===== src/rtl/csr_access_ctrl.sv =====
// CSR access controller: arbitrates core/debug CSR requests (debug first) and runs
// each one as a read-modify-write with a 4-cycle sequence IDLE -> READ -> WRITE -> RESP.
`ifndef WORD_SIZE
`define WORD_SIZE 32
`endif

module csr_access_ctrl #(
    parameter int WIDTH    = `WORD_SIZE,
    parameter int RO_CHECK = 1
) (
    input  logic             i_clk,
    input  logic             i_rstn,
    input  logic             i_core_valid,
    output logic             o_core_ready,
    input  logic [11:0]      i_core_addr,
    input  logic [2:0]       i_core_funct3,
    input  logic [WIDTH-1:0] i_core_src,
    input  logic             i_core_src_zero,
    input  logic             i_dbg_valid,
    output logic             o_dbg_ready,
    input  logic [11:0]      i_dbg_addr,
    input  logic [2:0]       i_dbg_funct3,
    input  logic [WIDTH-1:0] i_dbg_src,
    input  logic             i_dbg_src_zero,
    output logic [11:0]      o_csr_addr,
    input  logic [WIDTH-1:0] i_csr_rd,
    output logic [WIDTH-1:0] o_csr_wd,
    output logic             o_csr_en,
    output logic             o_rsp_valid,
    output logic             o_rsp_id,
    output logic [WIDTH-1:0] o_rsp_rdata,
    output logic             o_rsp_err,
    output logic [1:0]       o_fsm_state
);

    // Handshake: a request transfers on a rising edge where valid and ready are both 1;
    // ready is only ever high in IDLE, so holding valid afterwards has no effect.
    typedef enum logic [1:0] {
        S_IDLE  = 2'd0,
        S_READ  = 2'd1,
        S_WRITE = 2'd2,
        S_RESP  = 2'd3
    } state_t;

    state_t           r_state;
    state_t           w_next;
    logic [11:0]      r_addr;
    logic [2:0]       r_funct3;
    logic [WIDTH-1:0] r_src;
    logic             r_src_zero;
    logic             r_id;
    logic [WIDTH-1:0] r_old;
    logic             r_err;

    logic             w_grant_dbg;
    logic             w_grant_core;
    logic [1:0]       w_op;
    logic             w_bad_op;
    logic             w_writes;
    logic             w_illegal;
    logic [WIDTH-1:0] w_new;

    // Readies are gated by reset so they read 0 while i_rstn is low.
    assign w_grant_dbg  = i_rstn && (r_state == S_IDLE) && i_dbg_valid;
    assign w_grant_core = i_rstn && (r_state == S_IDLE) && i_core_valid && !i_dbg_valid;

    assign w_op      = r_funct3[1:0];
    assign w_bad_op  = (w_op == 2'b00);
    assign w_writes  = !w_bad_op && ((w_op == 2'b01) || !r_src_zero);
    assign w_illegal = w_bad_op ||
                       ((RO_CHECK != 0) && (r_addr[11:10] == 2'b11) && w_writes);

    always_comb begin
        w_new = '0;
        case (w_op)
            2'b01:   w_new = r_src;
            2'b10:   w_new = r_old | r_src;
            2'b11:   w_new = r_old & ~r_src;
            default: w_new = '0;
        endcase
    end

    always_ff @(posedge i_clk or negedge i_rstn) begin
        if (!i_rstn) begin
            r_state    <= S_IDLE;
            r_addr     <= '0;
            r_funct3   <= '0;
            r_src      <= '0;
            r_src_zero <= 1'b0;
            r_id       <= 1'b0;
            r_old      <= '0;
            r_err      <= 1'b0;
        end else begin
            r_state <= w_next;
            if (w_grant_dbg) begin
                r_addr     <= i_dbg_addr;
                r_funct3   <= i_dbg_funct3;
                r_src      <= i_dbg_src;
                r_src_zero <= i_dbg_src_zero;
                r_id       <= 1'b1;
            end else if (w_grant_core) begin
                r_addr     <= i_core_addr;
                r_funct3   <= i_core_funct3;
                r_src      <= i_core_src;
                r_src_zero <= i_core_src_zero;
                r_id       <= 1'b0;
            end
            if (r_state == S_READ) r_old <= i_csr_rd;
            if (r_state == S_WRITE) r_err <= w_illegal;
        end
    end

    always_comb begin
        w_next       = S_IDLE;
        o_core_ready = 1'b0;
        o_dbg_ready  = 1'b0;
        o_csr_addr   = '0;
        o_csr_wd     = '0;
        o_csr_en     = 1'b0;
        o_rsp_valid  = 1'b0;
        o_rsp_id     = 1'b0;
        o_rsp_rdata  = '0;
        o_rsp_err    = 1'b0;
        case (r_state)
            S_IDLE: begin
                o_dbg_ready  = w_grant_dbg;
                o_core_ready = w_grant_core;
                w_next       = (w_grant_dbg || w_grant_core) ? S_READ : S_IDLE;
            end
            S_READ: begin
                o_csr_addr = r_addr;
                w_next     = S_WRITE;
            end
            S_WRITE: begin
                o_csr_addr = r_addr;
                o_csr_en   = w_writes && !w_illegal;
                o_csr_wd   = (w_writes && !w_illegal) ? w_new : '0;
                w_next     = S_RESP;
            end
            S_RESP: begin
                o_csr_addr  = r_addr;
                o_rsp_valid = 1'b1;
                o_rsp_id    = r_id;
                o_rsp_err   = r_err;
                o_rsp_rdata = r_err ? '0 : r_old;
                w_next      = S_IDLE;
            end
            default: w_next = S_IDLE;
        endcase
    end

    assign o_fsm_state = r_state;

endmodule


===== config.mk =====
export PLATFORM = sky130hd
export DESIGN_NAME = csr_access_ctrl
export DESIGN_NICKNAME = d
export VERILOG_FILES = /design/src/rtl/csr_access_ctrl.sv
export SDC_FILE = /design/constraint.sdc
export NUM_CORES = 1
export LEC_CHECK = 0
export BUFFER_PORTS_ARGS = -buffer_cell sky130_fd_sc_hd__buf_2
export CAP_MARGIN = 10
export CORE_MARGIN = 2
export CORE_UTILIZATION = 48
export CTS_CLUSTER_SIZE = 8
export DETAILED_ROUTE_END_ITERATION = 7
export GPL_TIMING_DRIVEN = 1
export MAX_ROUTING_LAYER = met4
export PLACE_DENSITY = 0.81
export SLEW_MARGIN = 20
export SYNTH_ARGS = -nofsm -noshare
export SYNTH_HDL_FRONTEND = slang
export SYNTH_SLANG_ARGS = --single-unit

===== constraint.sdc =====
create_clock -name i_clk -period 2 [get_ports i_clk]
set_input_delay 0.4 -clock i_clk [delete_from_list [all_inputs] [get_ports i_clk]]
set_output_delay 0.4 -clock i_clk [all_outputs]
set_load 0.005 [all_outputs]

== Word level (Yosys, flattened, before mapping) ==
Cells that the tools add are included.

* Register bits: 83
* Bits in latches: 0
* RAM bits: 0
* ROM bits: 0
* Bits of input ports: 132
* Output and inout bits: 84
* Logic and storage cells: 60
* Memories: 0

* Add/sub/neg operators: 0
* Multiply operators: 0
* Divide/modulo/power cells: 0
* Order comparisons: 0
* Eq/ne operators: 7
* Shifts and indexed selects: 0
* Muxes and demuxes: 24
* Bitwise logic cells: 3
* Reductions and logical operators: 18

{| class="wikitable"
|+ Operators by type and width
! kind !! count
|-
| 32-bit two-way mux || 6
|-
| 32-bit case mux with 3 select lines || 1
|-
| 12-bit two-way mux || 3
|-
| 32-bit bitwise AND || 1
|-
| 32-bit inverter || 1
|-
| 32-bit bitwise OR || 1
|-
| 1-bit two-way mux || 11
|-
| 2-bit equality test (second input constant) || 5
|-
| 2-bit case mux with 4 select lines || 1
|-
| 1-bit logical AND || 7
|-
| 2-bit by 1-bit equality test with 1-bit output (second input constant) || 2
|-
| 1-bit logical NOT || 4
|-
| 2-bit logical NOT || 2
|-
| 2-bit two-way mux || 2
|-
| 1-bit logical OR || 3
|-
| 3-bit OR reduction || 1
|-
| 2-bit nonzero test || 1
|}

== Logic depth before layout (Yosys ltp) ==
Gate-level depths: netlist of run 1.

* Depth after elaboration: 9
* Mapped depth: 7
* Depth with buffers taken out: 6

== Least setup slack after synthesis of run 1 ==
Ideal clock, no wire load.

* Path type: register to output
* Start point: register r_state[0] (netlist: o_fsm_state[0])
* End point: output o_rsp_rdata[10]
* Arrival: 1.189 ns
* Setup slack: 0.411 ns
* Cell stages (with the launch flop): 5
* Path through: dfrtp_1 -> ha_1 -> nor2b_1 -> clkbuf_1 -> and2_1

* Cells in the longest elaborated chain, start to end: 2

{| class="wikitable"
|+ RTL lines
! item !! RTL line !! text
|-
| start: declaration || 45 || <nowiki>state_t r_state;</nowiki>
|-
| start signal: assignment || 94 || <nowiki>r_state <= w_next;</nowiki>
|-
| 2-bit equality test || 124 || <nowiki>case (r_state)</nowiki>
|-
| 32-bit two-way mux || 124 ||
|-
| end: declaration || 31 || <nowiki>output logic [WIDTH-1:0] o_rsp_rdata,</nowiki>
|}

No other way between the ends.

== Final worst setup path of run 1 ==
* Start point: register r_funct3[1]
* End point: output o_csr_wd[6]

* Cells in the longest elaborated chain, start to end: 9
* Elaborated cells between the ends (all ways): 14

{| class="wikitable"
|+ RTL lines
! item !! RTL line !! text
|-
| start: declaration || 48 || <nowiki>logic [2:0] r_funct3;</nowiki>
|-
| start signal: assignment || 97 || <nowiki>r_funct3 <= i_dbg_funct3;</nowiki>
|-
| start signal: assignment || 103 || <nowiki>r_funct3 <= i_core_funct3;</nowiki>
|-
| 2-bit by 1-bit equality test with 1-bit output / 2-bit logical NOT (equally long branches) || 69, 75, 68 ||
|-
| 1-bit logical OR / 1-bit logical NOT (equally long branches) || 69 || <nowiki>assign w_writes = !w_bad_op && ((w_op == 2'b01) || !r_src_zero);</nowiki>
|-
| 1-bit logical AND || 69 ||
|-
| 1-bit logical AND || 71 || <nowiki>((RO_CHECK != 0) && (r_addr[11:10] == 2'b11) && w_writes);</nowiki>
|-
| 1-bit logical OR || 70 || <nowiki>assign w_illegal = w_bad_op ||</nowiki>
|-
| 1-bit logical NOT || 137 || <nowiki>o_csr_wd = (w_writes && !w_illegal) ? w_new : '0;</nowiki>
|-
| 1-bit logical AND || 137 ||
|-
| 32-bit two-way mux (*) || 137 ||
|-
| 32-bit two-way mux (*) || 124 ||
|-
| end: declaration || 27 || <nowiki>output logic [WIDTH-1:0] o_csr_wd,</nowiki>
|}

Mark *: on every way between the ends. The rest lies on a longest branch, timed or not.

==> flow_summary.toml, run 1 <==
[placed_design]
portBuffers = 213
dp_hpwl_mm = 10.8
dp.cells = 861
place_area_um2 = 6080
place_congestion = 0.795
dp_slack_ns = 0.00382

[floorplanning]
die_w_um = 105
ios = 216
core_region_area_um2 = 9820
die_h_um = 105
start_util = 0.498
dieArea_um2 = 11000
rows = 36

[timing]
rsz0062_at_grt = "yes"
fmax_mhz = 484
period_share = 1.03
worst_hold_slack_ns = 0.264
setup_slack_ns = -0.0666
final-setup-viol-count = 39
finClkSkew_ns = 0.00984
post-route-min-period_ns = 2.07
tightestPinTransition_ns = 0.601
maxSlewHeadroom = 0.599
hold_viol_final = 0
drv_slew = 0

[final_layout]
final_cells = 885
finalInstanceArea_um2 = 6650
drive_above_1_share = 0.449
nNetsFinal = 884
antenna-diode-count = 0
area_growth_pct = 36.0

[logic_synthesis]
synth_fp_nets = 675
synth.distinct_cells = 28
avgSynthCellArea_um2 = 9.09
ys.flop_type = "dfrtp_1"
synth_area_leaders = "dfrtp_1 42%, o22ai_1 11%, nor2b_1 10%"
synth_edf_count = 0
ys_async_sr_fraction = 1.00
ys_warn_count = 0
synthTopCellsByCount = "84 x o22ai_1, 83 x dfrtp_1, 78 x nor2b_1"
synth_top_area_cell = "dfrtp_1"
syn-instance-count = 538
yosysSeqAreaShare = 0.425
yosysMostFrequentCell = "o22ai_1"
synth-seq-cells = 83
synth_top_area_share = 0.425
syn-cell-area_um2 = 4890

[outcome]
status = "finished, violations left"
violations = "negative setup slack"

[worst_setup_path]
cp.buffers_inverters = 2
crit_family = "flip-flops"
r2r_end = "r_funct3[1]"
cp_max_fo = 17
arrival_ns = 1.67
end_kind = "output pin"
ff2ff_path_depth = 5
start_kind = "flip-flop"
reg2reg_from = "o_fsm_state[0]"
slowest_delay_ns = 0.47
slowest_stage = "dfrtp_2"
regToRegSetupSlack_ns = 0.34
crit_required_ns = 1.60
path_cells = "and2b_2 -> buf_12 -> nand2_1 -> a21oi_2 -> buf_2"
path_class = "reg2out"

[clock_network]
cts-buffers-inserted = 9
clk_latency_ns = 0.36
htree_num_levels = 3
cts_root_buf = "clkbuf_8"
cts_tree = "built"
clock_sinks = 83
clk_pin_slew_ns = 0.09
clockBufferDepth = 2

[drt]
via_count = 5110
wire_per_inst_um = 18.4
wirelength_mm = 16.3
drc = 0
drt_pass1_iterations = 5
detail-route-antenna-nets = 0
avgViaCountPerCell = 5.77
drt_iter0_drc = 364

[power]
power.switching_w = 0.00399
sequentialPowerShare = 0.351
p_total_w = 0.00971
intPower_w = 0.00572
ir_drop_uv = 699
p_sw_frac = 0.411
power.combinational.fraction = 0.532
p_per_area_nw_per_um2 = 1460
clock_power_share = 0.118
p_leak_nw = 3.07

[flow_run]
cap_violations = 0

[global_routing]
gr-total-overflow = 0
antenna_found_initial = 0
grt_pass1_wl_mm = 25.0
grt.total_usage = 0.294
grt_max_degree = 82
grt_pass1_vias = 4936

[worst_hold_path]
whs_endpoint = "r_src[31]"
hold_path.class = "in2reg"
min_from = "i_dbg_src[31]"
hold_path_depth = 3
## worst reg2reg max path, cell delays in order (launching register included)
cell and delay (ns):
dfrtp_1 0.42, inv_2 0.13, ha_4 0.15, and2_4 0.51, a31oi_1 0.19, o21ai_0 0.18
## worst max path at each step
| stage | start | end | slack (ns) | cells past startpoint |
|---|---|---|---|---|
| after floorplan | o_fsm_state[0] | o_rsp_rdata[10] | 0.41 | 4 |
| after global placement | o_fsm_state[0] | r_addr[11] | 0.14 | 5 |
| after detailed placement | o_fsm_state[1] | r_funct3[1] | 0.004 | 5 |
| after CTS | o_fsm_state[0] | o_csr_wd[18] | -0.09 | 6 |
| after global routing | r_funct3[1] | o_csr_wd[25] | -0.14 | 5 |
| final | r_funct3[1] | o_csr_wd[6] | -0.07 | 5 |
## cell type report
class | instances | area [µm²]
clock buffers | 11 | 151
clock inverters | 5 | 27.5
fillers | 812 | 3170
inverters | 6 | 22.5
multi-input cells | 404 | 2690
flip-flops and latches | 83 | 2080
well taps | 133 | 166
repair buffers | 243 | 1520
## routing by layer
metal / global-route usage / up-vias / routed length (µm)
li1: - / 2352 / -
met1: 0.369 / 2485 / 6580
met2: 0.479 / 253 / 8120
met3: 0.0549 / 20 / 1280
met4: 0.104 / 0 / 269
met5: - / - / 0
## per-stage QoR
step	TNS, ns	utilization
3_5_place_dp	0	0.619
5_1_grt	-6.08	0.678
3_3_place_gp	0	0.619
2_1_floorplan	0	-
4_1_cts	-1.67	0.651
6_report	-0.748	0.678
## sequential cells by signal (all words and copies together) (netlist names)
signal,count
r_id,1
r_old,32
o_fsm_state,2
r_src,32
r_err,1
r_funct3,2
r_addr,12
r_src_zero,1
## kinds of logic (layout without fill, tap and decap cells)
kind of cell | after synthesis | in the layout | synth area share
compound gates | 209 | 209 | 0.243
simple gates | 157 | 157 | 0.188
flops | 83 | 83 | 0.425
buf+inv | 51 | 265 | 0.0563
mux | 33 | 33 | 0.0760
fa+ha+maj | 5 | 5 | 0.0128
## cells in the final DEF (no fill, tap or decap), types with 11 or more instances in the layout
cell type,Yosys,layout
mux2_2,31,31
o22ai_1,84,84
buf_4,3,17
a21oi_2,1,14
nor2b_1,78,77
buf_2,22,197
o21ai_0,38,36
and2_4,0,16
a21oi_1,74,61
dfrtp_1,83,81
clkbuf_8,0,11
nand2_1,35,34
buf_6,6,19
and2_1,35,19
## power by group through the flow
stage	logic, W	registers, W	clock network [W]
floorplan	0.00323	0.00312	0
global placement	0.00435	0.00330	0
detailed placement	0.00456	0.00338	0
CTS	0.00481	0.00335	0.00116
global route	0.00565	0.00353	0.00123
finish	0.00516	0.00340	0.00114
## repair_timing
item                                    CTS  global route
gates resized for setup                  25            56
hold buffers                              1             0
endpoints found under the setup margin   79            82
cloned                                    1             1
pin swaps                                 2            13
hold endpoints to repair                  3             0
buffers inserted                          5             1
Note: power is estimated with default switching activity, not from simulation.
==> run 2: changes to the inputs <==
--- a/config.mk
+++ b/config.mk
@@ -14,6 +14,7 @@
 export GPL_TIMING_DRIVEN = 1
 export MAX_ROUTING_LAYER = met4
 export PLACE_DENSITY = 0.81
+export SKIP_CTS_REPAIR_TIMING = 1
 export SLEW_MARGIN = 20
 export SYNTH_ARGS = -nofsm -noshare
 export SYNTH_HDL_FRONTEND = slang
==> run 2 against run 1 <==
Against the previous run: the run still ends with negative setup slack left; design area shrank 4.2%; worst setup slack worse by 0.0074 ns; clock power about the same; combinational power decreased by 7.8%; first-iteration DRC count is 23% lower; sequential share of layout area rose by 1.4 points; wire length is 4.3% lower; critical path type unchanged; total power shrank 4.4%; largest cell class unchanged; via count shrank 1.9%; worst hold slack worse by 0.14 ns; highest routed layer unchanged; flip-flop and latch count stayed put; count of clock-buffer cells in the layout unchanged.
==> flow_summary.toml, run 2 (synthesis results as in run 1) <==
[placed_design]
dp_hpwl_mm = 10.8
place_congestion = 0.795
dp.cells = 861
dp_slack_ns = 0.00382
portBuffers = 213

[power]
power.combinational.fraction = 0.513
p_sw_frac = 0.412
sequentialPowerShare = 0.365
p_leak_nw = 2.99
intPower_w = 0.00546
power.switching_w = 0.00383
p_per_area_nw_per_um2 = 1460
clock_power_share = 0.123
ir_drop_uv = 649

[worst_setup_path]
reg2reg_from = "o_fsm_state[1]"
regToRegSetupSlack_ns = 0.34
path_class = "reg2out"
crit_required_ns = 1.60
r2r_end = "r_funct3[1]"
cp-startpoint = "r_funct3[1]"
cp_max_fo = 17
start_kind = "flip-flop"
arrival_ns = 1.67
crit_path_end = "o_csr_wd[6]"
ff2ff_path_depth = 5
end_kind = "output pin"

[clock_network]
cts-buffers-inserted = 9
clockBufferDepth = 2
cts_root_buf = "clkbuf_8"
clk_latency_ns = 0.36
clk_pin_slew_ns = 0.09
clock_sinks = 83
cts_tree = "built"
htree_num_levels = 3

[worst_hold_path]
hold_path.class = "in2async"

[timing]
rsz0062_at_grt = "yes"
finClkSkew_ns = 0.0123
setup_slack_ns = -0.0741
period_share = 1.04
tightestPinTransition_ns = 0.589
worst_hold_slack_ns = 0.121
drv_slew = 0
post-route-min-period_ns = 2.07
hold_viol_final = 0
maxSlewHeadroom = 0.607
fmax_mhz = 482
final-setup-viol-count = 64

[drt]
wirelength_mm = 15.5
avgViaCountPerCell = 5.70
drt_pass1_iterations = 4
drc = 0
detail-route-antenna-nets = 0
wire_per_inst_um = 17.7
via_count = 5014
drt_iter0_drc = 282

[final_layout]
fin_util = 0.649
largest_registers = "r_old (32), r_src (32), r_addr (12)"
nNetsFinal = 878
drive_above_1_share = 0.416
area_growth_pct = 30.3
layout.cells.most_common_list = "212 x buf_2, 84 x o22ai_1, 81 x dfrtp_1"
mostFrequentLayoutCell = "buf_2"
final_cells = 879
antenna-diode-count = 0

[floorplanning]
start_util = 0.498
ios = 216
dieArea_um2 = 11000
die_w_um = 105
die_h_um = 105
rows = 36
core_region_area_um2 = 9820

[global_routing]
gr-total-overflow = 0
grt.total_usage = 0.291
grt_max_degree = 82
antenna_found_initial = 0
grt_pass1_wl_mm = 24.7
grt_pass1_vias = 4897

[outcome]
status = "finished, violations left"
violations = "negative setup slack"

[flow_run]
cap_violations = 0
run 2: cell count changes in the layout (fill, tap and decap cells not counted), moves of 3 or more:
| cell | delta |
|---|---|
| a21oi_1 | +4 |
| a21oi_2 | -4 |
| and2_1 | +15 |
| and2_4 | -15 |
| buf_2 | +15 |
| buf_4 | -5 |
| buf_6 | -11 |
| ha_4 | -3 |
run 2: critical path, cell delays in order (launching register included):
cell	delay (ns)
dfrtp_2	0.47
and2b_2	0.27
buf_8	0.18
nand2_1	0.10
a21oi_2	0.17
buf_2	0.13
run 2: through the flow:
step	cell area, µm²	TNS [ns]	total power [W]
floorplan	4890	0	0.00635
global placement	6080	0	0.00765
detailed placement	6080	0	0.00794
CTS	6260	-9.38	0.00909
global route	6370	-8.07	0.0100
finish	6370	-1.78	0.00928
run 2: power by group through the flow:
stage          logic (W)  clock network [W]  registers [W]
2_1_floorplan    0.00323                  0        0.00312
3_3_place_gp     0.00435                  0        0.00330
3_5_place_dp     0.00456                  0        0.00338
4_1_cts          0.00459            0.00116        0.00335
5_1_grt          0.00526            0.00123        0.00351
6_report         0.00476            0.00114        0.00339
run 2: area by class of cell:
cell class                 instances  area (µm²)
fill                             844        3450
multi-input combinational        404        2590
sequential                        83        2080
timing repair buffer             237        1330
tap                              133         166
clock buffer                      11         151
clock inverter                     5        27.5
inverter                           6        25.0
run 2: routing by layer:
layer  part of all wire  global-route usage  up-vias
li1                   -                   -     2349
met2               0.50               0.479      227
met5                  0                   -        -
met4              0.013              0.0933        0
met1               0.42               0.364     2421
met3              0.075              0.0536       17
run 2: how the worst min path moves through the flow:
| stage | slack (ns) | from | depth (start not counted) | end |
|---|---|---|---|---|
| floorplan | 0.10 | i_rstn | 0 | o_fsm_state[0] |
| global placement | 0.22 | i_rstn | 1 | o_fsm_state[0] |
| detailed placement | 0.22 | i_rstn | 1 | o_fsm_state[0] |
| CTS | -0.17 | i_rstn | 1 | o_fsm_state[1] |
| global route | 0.15 | i_rstn | 2 | r_src[31] |
| finish | 0.12 | i_rstn | 2 | r_src[31] |
